File: src/rtl/ex_mem_if.sv
// ID/EX-to-EX/MEM bundle: the id_ex fields the execute stage consumes and the
// registered EX/MEM results it hands to the MEM stage.
interface ex_mem_if #(parameter int WIDTH = 32);
  logic             ctrl_regWrite_id_ex;
  logic             ctrl_memToReg_id_ex;
  logic             ctrl_branch_id_ex;
  logic             ctrl_memRead_id_ex;
  logic             ctrl_memWrite_id_ex;
  logic             ctrl_regDest_id_ex;
  logic             ctrl_aluSrc_id_ex;
  logic [1:0]       ctrl_aluOp_id_ex;
  logic [WIDTH-1:0] supposed_next_address_id_ex;
  logic [WIDTH-1:0] read_data_1_id_ex;
  logic [WIDTH-1:0] read_data_2_id_ex;
  logic [WIDTH-1:0] extended_branch_offset_id_ex;
  logic [4:0]       next_instruction_20_16_id_ex;
  logic [4:0]       next_instruction_15_11_id_ex;

  logic             ctrl_regWrite_ex_mem;
  logic             ctrl_memToReg_ex_mem;
  logic             ctrl_branch_ex_mem;
  logic             ctrl_memRead_ex_mem;
  logic             ctrl_memWrite_ex_mem;
  logic [WIDTH-1:0] branch_target_ex_mem;
  logic             zero_ex_mem;
  logic [WIDTH-1:0] alu_result_ex_mem;
  logic [WIDTH-1:0] write_data_ex_mem;
  logic [4:0]       write_reg_ex_mem;

  modport master (
    output ctrl_regWrite_id_ex, ctrl_memToReg_id_ex, ctrl_branch_id_ex,
           ctrl_memRead_id_ex, ctrl_memWrite_id_ex, ctrl_regDest_id_ex,
           ctrl_aluSrc_id_ex, ctrl_aluOp_id_ex, supposed_next_address_id_ex,
           read_data_1_id_ex, read_data_2_id_ex, extended_branch_offset_id_ex,
           next_instruction_20_16_id_ex, next_instruction_15_11_id_ex,
    input  ctrl_regWrite_ex_mem, ctrl_memToReg_ex_mem, ctrl_branch_ex_mem,
           ctrl_memRead_ex_mem, ctrl_memWrite_ex_mem, branch_target_ex_mem,
           zero_ex_mem, alu_result_ex_mem, write_data_ex_mem, write_reg_ex_mem
  );

  modport slave (
    input  ctrl_regWrite_id_ex, ctrl_memToReg_id_ex, ctrl_branch_id_ex,
           ctrl_memRead_id_ex, ctrl_memWrite_id_ex, ctrl_regDest_id_ex,
           ctrl_aluSrc_id_ex, ctrl_aluOp_id_ex, supposed_next_address_id_ex,
           read_data_1_id_ex, read_data_2_id_ex, extended_branch_offset_id_ex,
           next_instruction_20_16_id_ex, next_instruction_15_11_id_ex,
    output ctrl_regWrite_ex_mem, ctrl_memToReg_ex_mem, ctrl_branch_ex_mem,
           ctrl_memRead_ex_mem, ctrl_memWrite_ex_mem, branch_target_ex_mem,
           zero_ex_mem, alu_result_ex_mem, write_data_ex_mem, write_reg_ex_mem
  );
endinterface

File: src/rtl/ex_mem.sv
// MIPS execute stage (ALU control, ALU, branch target, dest select) and the
// EX/MEM register; one-cycle latency, stall holds, flush zeroes the controls.
module ex_mem #(parameter int WIDTH = 32) (
  input  logic         clk,
  input  logic         reset,
  input  logic         stall,
  input  logic         flush,
  ex_mem_if.slave      bus
);
  logic [WIDTH-1:0] w_alu_b;
  logic [WIDTH-1:0] w_alu_res;
  logic             w_zero;
  logic [WIDTH-1:0] w_branch_target;
  logic [4:0]       w_write_reg;
  logic [5:0]       w_funct;

  logic             r_regWrite, r_memToReg, r_branch, r_memRead, r_memWrite;
  logic [WIDTH-1:0] r_branch_target, r_alu_result, r_write_data;
  logic             r_zero;
  logic [4:0]       r_write_reg;

  assign w_funct = bus.extended_branch_offset_id_ex[5:0];
  assign w_alu_b = bus.ctrl_aluSrc_id_ex ? bus.extended_branch_offset_id_ex
                                         : bus.read_data_2_id_ex;

  always_comb begin
    w_alu_res = '0;
    case (bus.ctrl_aluOp_id_ex)
      2'b01: w_alu_res = bus.read_data_1_id_ex - w_alu_b;
      2'b10: begin
        // R-type: an unrecognised funct yields zero rather than a default op
        case (w_funct)
          6'h20: w_alu_res = bus.read_data_1_id_ex + w_alu_b;
          6'h22: w_alu_res = bus.read_data_1_id_ex - w_alu_b;
          6'h24: w_alu_res = bus.read_data_1_id_ex & w_alu_b;
          6'h25: w_alu_res = bus.read_data_1_id_ex | w_alu_b;
          6'h27: w_alu_res = ~(bus.read_data_1_id_ex | w_alu_b);
          6'h2A: w_alu_res = ($signed(bus.read_data_1_id_ex) < $signed(w_alu_b))
                             ? WIDTH'(1) : '0;
          default: w_alu_res = '0;
        endcase
      end
      default: w_alu_res = bus.read_data_1_id_ex + w_alu_b;
    endcase
  end

  assign w_zero          = (w_alu_res == '0);
  assign w_branch_target = bus.supposed_next_address_id_ex +
                           {bus.extended_branch_offset_id_ex[WIDTH-3:0], 2'b00};
  assign w_write_reg     = bus.ctrl_regDest_id_ex ? bus.next_instruction_15_11_id_ex
                                                  : bus.next_instruction_20_16_id_ex;

  always_ff @(posedge clk or negedge reset) begin
    if (!reset) begin
      r_regWrite      <= 1'b0;
      r_memToReg      <= 1'b0;
      r_branch        <= 1'b0;
      r_memRead       <= 1'b0;
      r_memWrite      <= 1'b0;
      r_branch_target <= '0;
      r_zero          <= 1'b0;
      r_alu_result    <= '0;
      r_write_data    <= '0;
      r_write_reg     <= '0;
    end else if (flush || !stall) begin
      // a bubble still loads the datapath; only the controls are forced low
      r_regWrite      <= bus.ctrl_regWrite_id_ex & ~flush;
      r_memToReg      <= bus.ctrl_memToReg_id_ex & ~flush;
      r_branch        <= bus.ctrl_branch_id_ex   & ~flush;
      r_memRead       <= bus.ctrl_memRead_id_ex  & ~flush;
      r_memWrite      <= bus.ctrl_memWrite_id_ex & ~flush;
      r_branch_target <= w_branch_target;
      r_zero          <= w_zero;
      r_alu_result    <= w_alu_res;
      r_write_data    <= bus.read_data_2_id_ex;
      r_write_reg     <= w_write_reg;
    end
  end

  assign bus.ctrl_regWrite_ex_mem = r_regWrite;
  assign bus.ctrl_memToReg_ex_mem = r_memToReg;
  assign bus.ctrl_branch_ex_mem   = r_branch;
  assign bus.ctrl_memRead_ex_mem  = r_memRead;
  assign bus.ctrl_memWrite_ex_mem = r_memWrite;
  assign bus.branch_target_ex_mem = r_branch_target;
  assign bus.zero_ex_mem          = r_zero;
  assign bus.alu_result_ex_mem    = r_alu_result;
  assign bus.write_data_ex_mem    = r_write_data;
  assign bus.write_reg_ex_mem     = r_write_reg;
endmodule

File: src/flat_wrapper.sv
// flat-port wrapper written by rule: the top's interface ports become plain ports
module ex_mem_flat 
#(parameter int WIDTH = 32)
  (clk, reset, stall, flush, bus_ctrl_regWrite_id_ex, bus_ctrl_memToReg_id_ex, bus_ctrl_branch_id_ex, bus_ctrl_memRead_id_ex, bus_ctrl_memWrite_id_ex, bus_ctrl_regDest_id_ex, bus_ctrl_aluSrc_id_ex, bus_ctrl_aluOp_id_ex, bus_supposed_next_address_id_ex, bus_read_data_1_id_ex, bus_read_data_2_id_ex, bus_extended_branch_offset_id_ex, bus_next_instruction_20_16_id_ex, bus_next_instruction_15_11_id_ex, bus_ctrl_regWrite_ex_mem, bus_ctrl_memToReg_ex_mem, bus_ctrl_branch_ex_mem, bus_ctrl_memRead_ex_mem, bus_ctrl_memWrite_ex_mem, bus_branch_target_ex_mem, bus_zero_ex_mem, bus_alu_result_ex_mem, bus_write_data_ex_mem, bus_write_reg_ex_mem);
  ex_mem_if #(.WIDTH(WIDTH)) bus_i ();
  input  logic clk;
  input  logic reset;
  input  logic stall;
  input  logic flush;
  input wire logic [$bits(bus_i.ctrl_regWrite_id_ex)-1:0] bus_ctrl_regWrite_id_ex;
  input wire logic [$bits(bus_i.ctrl_memToReg_id_ex)-1:0] bus_ctrl_memToReg_id_ex;
  input wire logic [$bits(bus_i.ctrl_branch_id_ex)-1:0] bus_ctrl_branch_id_ex;
  input wire logic [$bits(bus_i.ctrl_memRead_id_ex)-1:0] bus_ctrl_memRead_id_ex;
  input wire logic [$bits(bus_i.ctrl_memWrite_id_ex)-1:0] bus_ctrl_memWrite_id_ex;
  input wire logic [$bits(bus_i.ctrl_regDest_id_ex)-1:0] bus_ctrl_regDest_id_ex;
  input wire logic [$bits(bus_i.ctrl_aluSrc_id_ex)-1:0] bus_ctrl_aluSrc_id_ex;
  input wire logic [$bits(bus_i.ctrl_aluOp_id_ex)-1:0] bus_ctrl_aluOp_id_ex;
  input wire logic [$bits(bus_i.supposed_next_address_id_ex)-1:0] bus_supposed_next_address_id_ex;
  input wire logic [$bits(bus_i.read_data_1_id_ex)-1:0] bus_read_data_1_id_ex;
  input wire logic [$bits(bus_i.read_data_2_id_ex)-1:0] bus_read_data_2_id_ex;
  input wire logic [$bits(bus_i.extended_branch_offset_id_ex)-1:0] bus_extended_branch_offset_id_ex;
  input wire logic [$bits(bus_i.next_instruction_20_16_id_ex)-1:0] bus_next_instruction_20_16_id_ex;
  input wire logic [$bits(bus_i.next_instruction_15_11_id_ex)-1:0] bus_next_instruction_15_11_id_ex;
  output wire logic [$bits(bus_i.ctrl_regWrite_ex_mem)-1:0] bus_ctrl_regWrite_ex_mem;
  output wire logic [$bits(bus_i.ctrl_memToReg_ex_mem)-1:0] bus_ctrl_memToReg_ex_mem;
  output wire logic [$bits(bus_i.ctrl_branch_ex_mem)-1:0] bus_ctrl_branch_ex_mem;
  output wire logic [$bits(bus_i.ctrl_memRead_ex_mem)-1:0] bus_ctrl_memRead_ex_mem;
  output wire logic [$bits(bus_i.ctrl_memWrite_ex_mem)-1:0] bus_ctrl_memWrite_ex_mem;
  output wire logic [$bits(bus_i.branch_target_ex_mem)-1:0] bus_branch_target_ex_mem;
  output wire logic [$bits(bus_i.zero_ex_mem)-1:0] bus_zero_ex_mem;
  output wire logic [$bits(bus_i.alu_result_ex_mem)-1:0] bus_alu_result_ex_mem;
  output wire logic [$bits(bus_i.write_data_ex_mem)-1:0] bus_write_data_ex_mem;
  output wire logic [$bits(bus_i.write_reg_ex_mem)-1:0] bus_write_reg_ex_mem;
  assign bus_i.ctrl_regWrite_id_ex = bus_ctrl_regWrite_id_ex;
  assign bus_i.ctrl_memToReg_id_ex = bus_ctrl_memToReg_id_ex;
  assign bus_i.ctrl_branch_id_ex = bus_ctrl_branch_id_ex;
  assign bus_i.ctrl_memRead_id_ex = bus_ctrl_memRead_id_ex;
  assign bus_i.ctrl_memWrite_id_ex = bus_ctrl_memWrite_id_ex;
  assign bus_i.ctrl_regDest_id_ex = bus_ctrl_regDest_id_ex;
  assign bus_i.ctrl_aluSrc_id_ex = bus_ctrl_aluSrc_id_ex;
  assign bus_i.ctrl_aluOp_id_ex = bus_ctrl_aluOp_id_ex;
  assign bus_i.supposed_next_address_id_ex = bus_supposed_next_address_id_ex;
  assign bus_i.read_data_1_id_ex = bus_read_data_1_id_ex;
  assign bus_i.read_data_2_id_ex = bus_read_data_2_id_ex;
  assign bus_i.extended_branch_offset_id_ex = bus_extended_branch_offset_id_ex;
  assign bus_i.next_instruction_20_16_id_ex = bus_next_instruction_20_16_id_ex;
  assign bus_i.next_instruction_15_11_id_ex = bus_next_instruction_15_11_id_ex;
  assign bus_ctrl_regWrite_ex_mem = bus_i.ctrl_regWrite_ex_mem;
  assign bus_ctrl_memToReg_ex_mem = bus_i.ctrl_memToReg_ex_mem;
  assign bus_ctrl_branch_ex_mem = bus_i.ctrl_branch_ex_mem;
  assign bus_ctrl_memRead_ex_mem = bus_i.ctrl_memRead_ex_mem;
  assign bus_ctrl_memWrite_ex_mem = bus_i.ctrl_memWrite_ex_mem;
  assign bus_branch_target_ex_mem = bus_i.branch_target_ex_mem;
  assign bus_zero_ex_mem = bus_i.zero_ex_mem;
  assign bus_alu_result_ex_mem = bus_i.alu_result_ex_mem;
  assign bus_write_data_ex_mem = bus_i.write_data_ex_mem;
  assign bus_write_reg_ex_mem = bus_i.write_reg_ex_mem;
  ex_mem #(.WIDTH(WIDTH)) u_core (.clk(clk), .reset(reset), .stall(stall), .flush(flush), .bus(bus_i));
endmodule
File: config.mk
export PLATFORM = sky130hd
export DESIGN_NAME = ex_mem_flat
export DESIGN_NICKNAME = d
export VERILOG_FILES = /design/src/rtl/ex_mem_if.sv /design/src/rtl/ex_mem.sv /design/src/flat_wrapper.sv
export SDC_FILE = /design/constraint.sdc
export NUM_CORES = 1
export LEC_CHECK = 0
export BUFFER_PORTS_ARGS = -buffer_cell sky130_fd_sc_hd__buf_2
export CORE_UTILIZATION = 57
export CTS_CLUSTER_DIAMETER = 100
export CTS_CLUSTER_SIZE = 12
export DETAILED_ROUTE_END_ITERATION = 6
export HOLD_SLACK_MARGIN = 0.06
export MAX_ROUTING_LAYER = met4
export PLACE_DENSITY = 0.83
export SLEW_MARGIN = 20
export SYNTH_ARGS = -nofsm -noshare
export SYNTH_HDL_FRONTEND = slang
export SYNTH_SLANG_ARGS = --single-unit
File: constraint.sdc
create_clock -name clk -period 0.8 [get_ports clk]
set_input_delay 0.16 -clock clk [delete_from_list [all_inputs] [get_ports clk]]
set_output_delay 0.16 -clock clk [all_outputs]
set_load 0.03 [all_outputs]
==> metrics.cfg, run 1 <==
[logic_synthesis]
yosys_most_used_dff = dfrtp_1
yosysSeqAreaShare_pct = 23.16
synthDominantCellAreaShare_pct = 23.16
syn-num-nets = 1747
synth_area_sq_um = 11560
yosys_warnings = 0
synth_commonest_cells = nand2_1 (167), nor2_1 (165), ha_1 (151)
ys_async_sr_fraction_pct = 100.0
synth_edf_count = 0
synth_area_leaders = dfrtp_1 (23%), ha_1 (16%), nand2_1 (5.4%), nor2_1 (5.4%), a21oi_1 (4.9%)
yosysUniqueCellTypes = 103
synth_top_area_cell = dfrtp_1
syn-instance-count = 1442
synth-seq-cells = 107
post_synth.cell_area_avg_sq_um = 8.017
yosysMostFrequentCell = nand2_1

[floorplan]
io_pins = 258
die_h_um = 144.4
start_util_pct = 58.82
core.rowCount = 51
die_w_um = 144.4

[place]
dp_cells = 2367
io_buffers = 257
placed_area_sq_um = 17030
gp_congestion = 1.182
post-dp-hpwl_um = 41070

[global_route]
globalRouteOverflowTotal = 1019
grt_start_max_net_pins = 69
grt_use_total_pct = 94.64
grt_pass1_vias = 22470
grt_pass1_wl_um = 144100

[outcome]
run_status = aborted with a tool error
error = [ERROR GRT-0116] Global routing finished with congestion. Check the congestion regions in the DRC Viewer.
stop_stage = 5_1_grt

[clock_tree]
htreeDepth = 3
cts_buffers = 9
clockBufferDepth = 2
clkSinkCount = 107
clockRootBuffer = clkbuf_16

==> metrics by stage <==
step                      setup TNS (ns)  setup WS, ns
after detailed placement         -154.63        -3.414
after CTS                        -133.67        -2.569
after floorplan                   -98.51        -2.729
after global placement           -143.00        -2.954
==> cells by family after synthesis <==
logic type | Yosys count | synth area share [%]
buf+inv | 166 | 6.277
compound gates | 394 | 24.03
fa+ha+maj | 154 | 16.86
flops | 107 | 23.16
xor+xnor | 65 | 4.924
mux | 53 | 4.664
simple gates | 503 | 20.09
==> metal layers <==
metal | overflow | track usage, %
met4 | 223 | 105.5
met2 | 749 | 117.4
met1 | 22 | 85.52
met3 | 25 | 72.95
met5 | - | -
==> timing repair <==
item	4_1_cts
hold buffers	30
setup buffers	41
pin swaps	87
gates resized for setup	266
endpoints found under the hold margin	135
cloned	2
setup endpoints to repair	209
==> run 2: changes to the inputs <==
- CORE_UTILIZATION: 57 -> 40
- CTS_CLUSTER_DIAMETER: 100 -> unset
- CTS_CLUSTER_SIZE: 12 -> unset
- HOLD_SLACK_MARGIN: 0.06 -> unset
- MAX_ROUTING_LAYER: met4 -> unset
- PLACE_DENSITY: 0.83 -> unset
- PLACE_DENSITY_LB_ADDON: unset -> 0.15
==> run 2 against run 1 <==
The flow now finishes, with violations (negative setup slack). Area after synthesis did not move. Synthesized cell count did not move.
==> metrics.cfg, run 2 <==
[outcome]
run_status = finished with violations  ; was aborted with a tool error
failed_checks = negative setup slack

[place]
io_buffers = 257  ; unchanged
post-dp-hpwl_um = 37230  ; was 41070 um
gp_congestion = 1.016  ; was 1.182

[logic_synthesis]
synth_top_area_cell = dfrtp_1  ; unchanged
ys_async_sr_fraction_pct = 100.0  ; unchanged
synth_commonest_cells = nand2_1 (167), nor2_1 (165), ha_1 (151)  ; unchanged
syn-num-nets = 1747  ; unchanged
synth-seq-cells = 107  ; unchanged
yosys_warnings = 0  ; unchanged
yosys_most_used_dff = dfrtp_1  ; unchanged
synthDominantCellAreaShare_pct = 23.16  ; unchanged
yosysMostFrequentCell = nand2_1  ; unchanged
syn-instance-count = 1442  ; unchanged
synth_area_sq_um = 11560  ; unchanged
post_synth.cell_area_avg_sq_um = 8.017  ; unchanged
synth_edf_count = 0  ; unchanged
yosysUniqueCellTypes = 103  ; unchanged
synth_area_leaders = dfrtp_1 (23%), ha_1 (16%), nand2_1 (5.4%), nor2_1 (5.4%), a21oi_1 (4.9%)  ; unchanged
yosysSeqAreaShare_pct = 23.16  ; unchanged

[clock_tree]
cts_tree = built
clkSinkCount = 107  ; unchanged
cts_buffers = 9  ; unchanged
insertion_delay_ns = 0.36
clockRootBuffer = clkbuf_16  ; unchanged
clockBufferDepth = 2  ; unchanged
htreeDepth = 3  ; unchanged
clkTransAtPathRegs_ns = 0.08

[sta]
fin_ws_ns = -2.592
grt_setup_unrepaired = true
final_hold_viol_count = 0
tightest_slew_ns = 0.7670
slew_viol_final = 0
period_share_pct = 424.0
fin_hold_ws_ns = 0.01025
setup_violations = 174
relSlewSlack_pct = 48.40
min_period_ns = 3.392
finalSetupTns_ns = -128.42
skew_ns = 0
fmaxAchievable_mhz = 294.8

[setup_path]
max_stage_delay_ns = 0.41
arrival_ns = 3.67
path_class = in2reg
required_ns = 1.08
cpMaxStageDelayCell = a221o_2
crit_chain = buf_12 > mux2i_4 > inv_2 > ha_4 > fa_2 > o21ba_4 > nor4_4 > buf_4 > or2_4 > a221oi_4 > o31ai_2 > xnor2_1 > a221o_2 > nor4_1 > and4_1 > nand4_1 > o41ai_2
start_kind = input port
cp_max_fo = 6
cp-end-kind = register

[floorplan]
die_area_sq_um = 29590
io_pins = 258  ; unchanged
core.rowCount = 61  ; was 51
die_h_um = 172.0  ; was 144.4 um
die_w_um = 172.0  ; was 144.4 um
start_util_pct = 41.16  ; was 58.82%
core_area_sq_um = 28090

[route]
postRouteAntennaNets = 0
route.detailed.drc = 0
vias = 14120
routed_via_density = 5.394
routed_wl_um = 50860
drt_iter0_drc = 928
wl_per_cell_um = 19.43
firstDrtPassIters = 6

[power]
p_sw_mw = 12.54
total_power_mw = 30.79
p_sw_share_pct = 40.72
combPwrFrac_pct = 61.5
max-vdd-ir-drop_mv = 0.9415
power.share.clock_pct = 16.0
p_int_mw = 18.26
leakage_nw = 10.08
power_per_cell_area_nw_per_um2 = 1513
power_frac_seq_pct = 22.5

[worst_hold_path]
hold_path_class = in2reg

[finish]
drive_gt1_share_pct = 49.02
final_cell_mix = buf_4 (517), nand2_1 (160), nor2_1 (157), buf_2 (145), buf_6 (144)
areaGrowthSynthToFinish_pct = 76.04
nNetsFinal = 2538
final_common_cell = buf_4

[global_route]
antenna_found_initial = 3
grt_pass1_wl_um = 73560
grt_start_max_net_pins = 69
grt_use_total_pct = 32.29
globalRouteOverflowTotal = 0
grt_pass1_vias = 14000

[job]
maxCapViolCount = 0

run 2: kinds of logic after synthesis:
family	synth area share, %
simple gates	20.09
compound gates	24.03
buf+inv	6.277
fa+ha+maj	16.86
flops	23.16
xor+xnor	4.924
mux	4.664
run 2: repair_timing:
item	4_1_cts	5_1_grt
setup endpoints to repair	209	202
buffers inserted	75	43
gates cloned	1	4
hold buffers	11	0
hold endpoints to repair	117	0
resized for setup	376	77
pin swaps	93	67
run 2: final timing paths:
kind	startpoint	end	slack [ns]	depth (start not counted)
worst min register to register	u_core.bus.branch_target_ex_mem[1]	u_core.bus.branch_target_ex_mem[1]	0.51	2
min in group asynchronous	reset	u_core.bus.branch_target_ex_mem[25]	0.19	2
worst max-delay path	bus_ctrl_aluSrc_id_ex	u_core.bus.zero_ex_mem	-2.59	17
worst max register to register	u_core.bus.alu_result_ex_mem[5]	u_core.bus.alu_result_ex_mem[5]	-0.14	3
max in group asynchronous	reset	u_core.bus.alu_result_ex_mem[9]	0.13	3
worst min-delay path	bus_read_data_2_id_ex[23]	u_core.bus.write_data_ex_mem[23]	0.01	3
run 2: power groups by stage:
stage	logic [mW]	clock network, mW	registers, mW
after floorplan	6.64	0	8.53
after global placement	14.8	0	6.75
after detailed placement	15.0	0	6.77
after CTS	17.8	5.03	6.87
after global routing	20.1	5.19	7.00
final	18.9	4.94	6.91
run 2: metrics by stage:
step	instances	util, %	instance area (sq um)	setup WS [ns]
after floorplan	1442	-	12310	-2.729
after global placement	2487	61.19	17190	-3.448
after detailed placement	2487	61.19	17190	-3.422
after CTS	2582	69.86	19620	-2.539
after global routing	2617	72.45	20350	-2.763
final	2618	72.46	20350	-2.592
run 2: critical path: cells and delay by family:
family,cells,cell delay (ns)
XOR/XNOR,1,0.11
buffers and inverters,3,0.33
adder cells (fa/ha/maj),2,0.55
AO/OA/AOI/OAI,5,1.17
multiplexers,1,0.26
AND/OR/NAND/NOR,5,1.08
run 2: routing by layer:
metal	vias up	part of all wire, %	GRT usage, %
met5	-	0.053	0
met4	4	3.7	12.74
met1	6765	40	39.03
met2	513	50	57.19
met3	102	5.7	4.829
li1	6737	-	-
run 2: area by class of cell:
type / instances / area [sq um]
Multi-Input combinational cell: 1169 / 9663
Antenna cell: 2 / 5.005
Tap cell: 378 / 473.0
Clock buffer: 10 / 229.0
Timing Repair Buffer: 840 / 6817
Fill cell: 2184 / 7735
Clock inverter: 6 / 85.08
Sequential cell: 107 / 2678
Inverter: 106 / 402.9
Power figures use the tool's default switching activity.
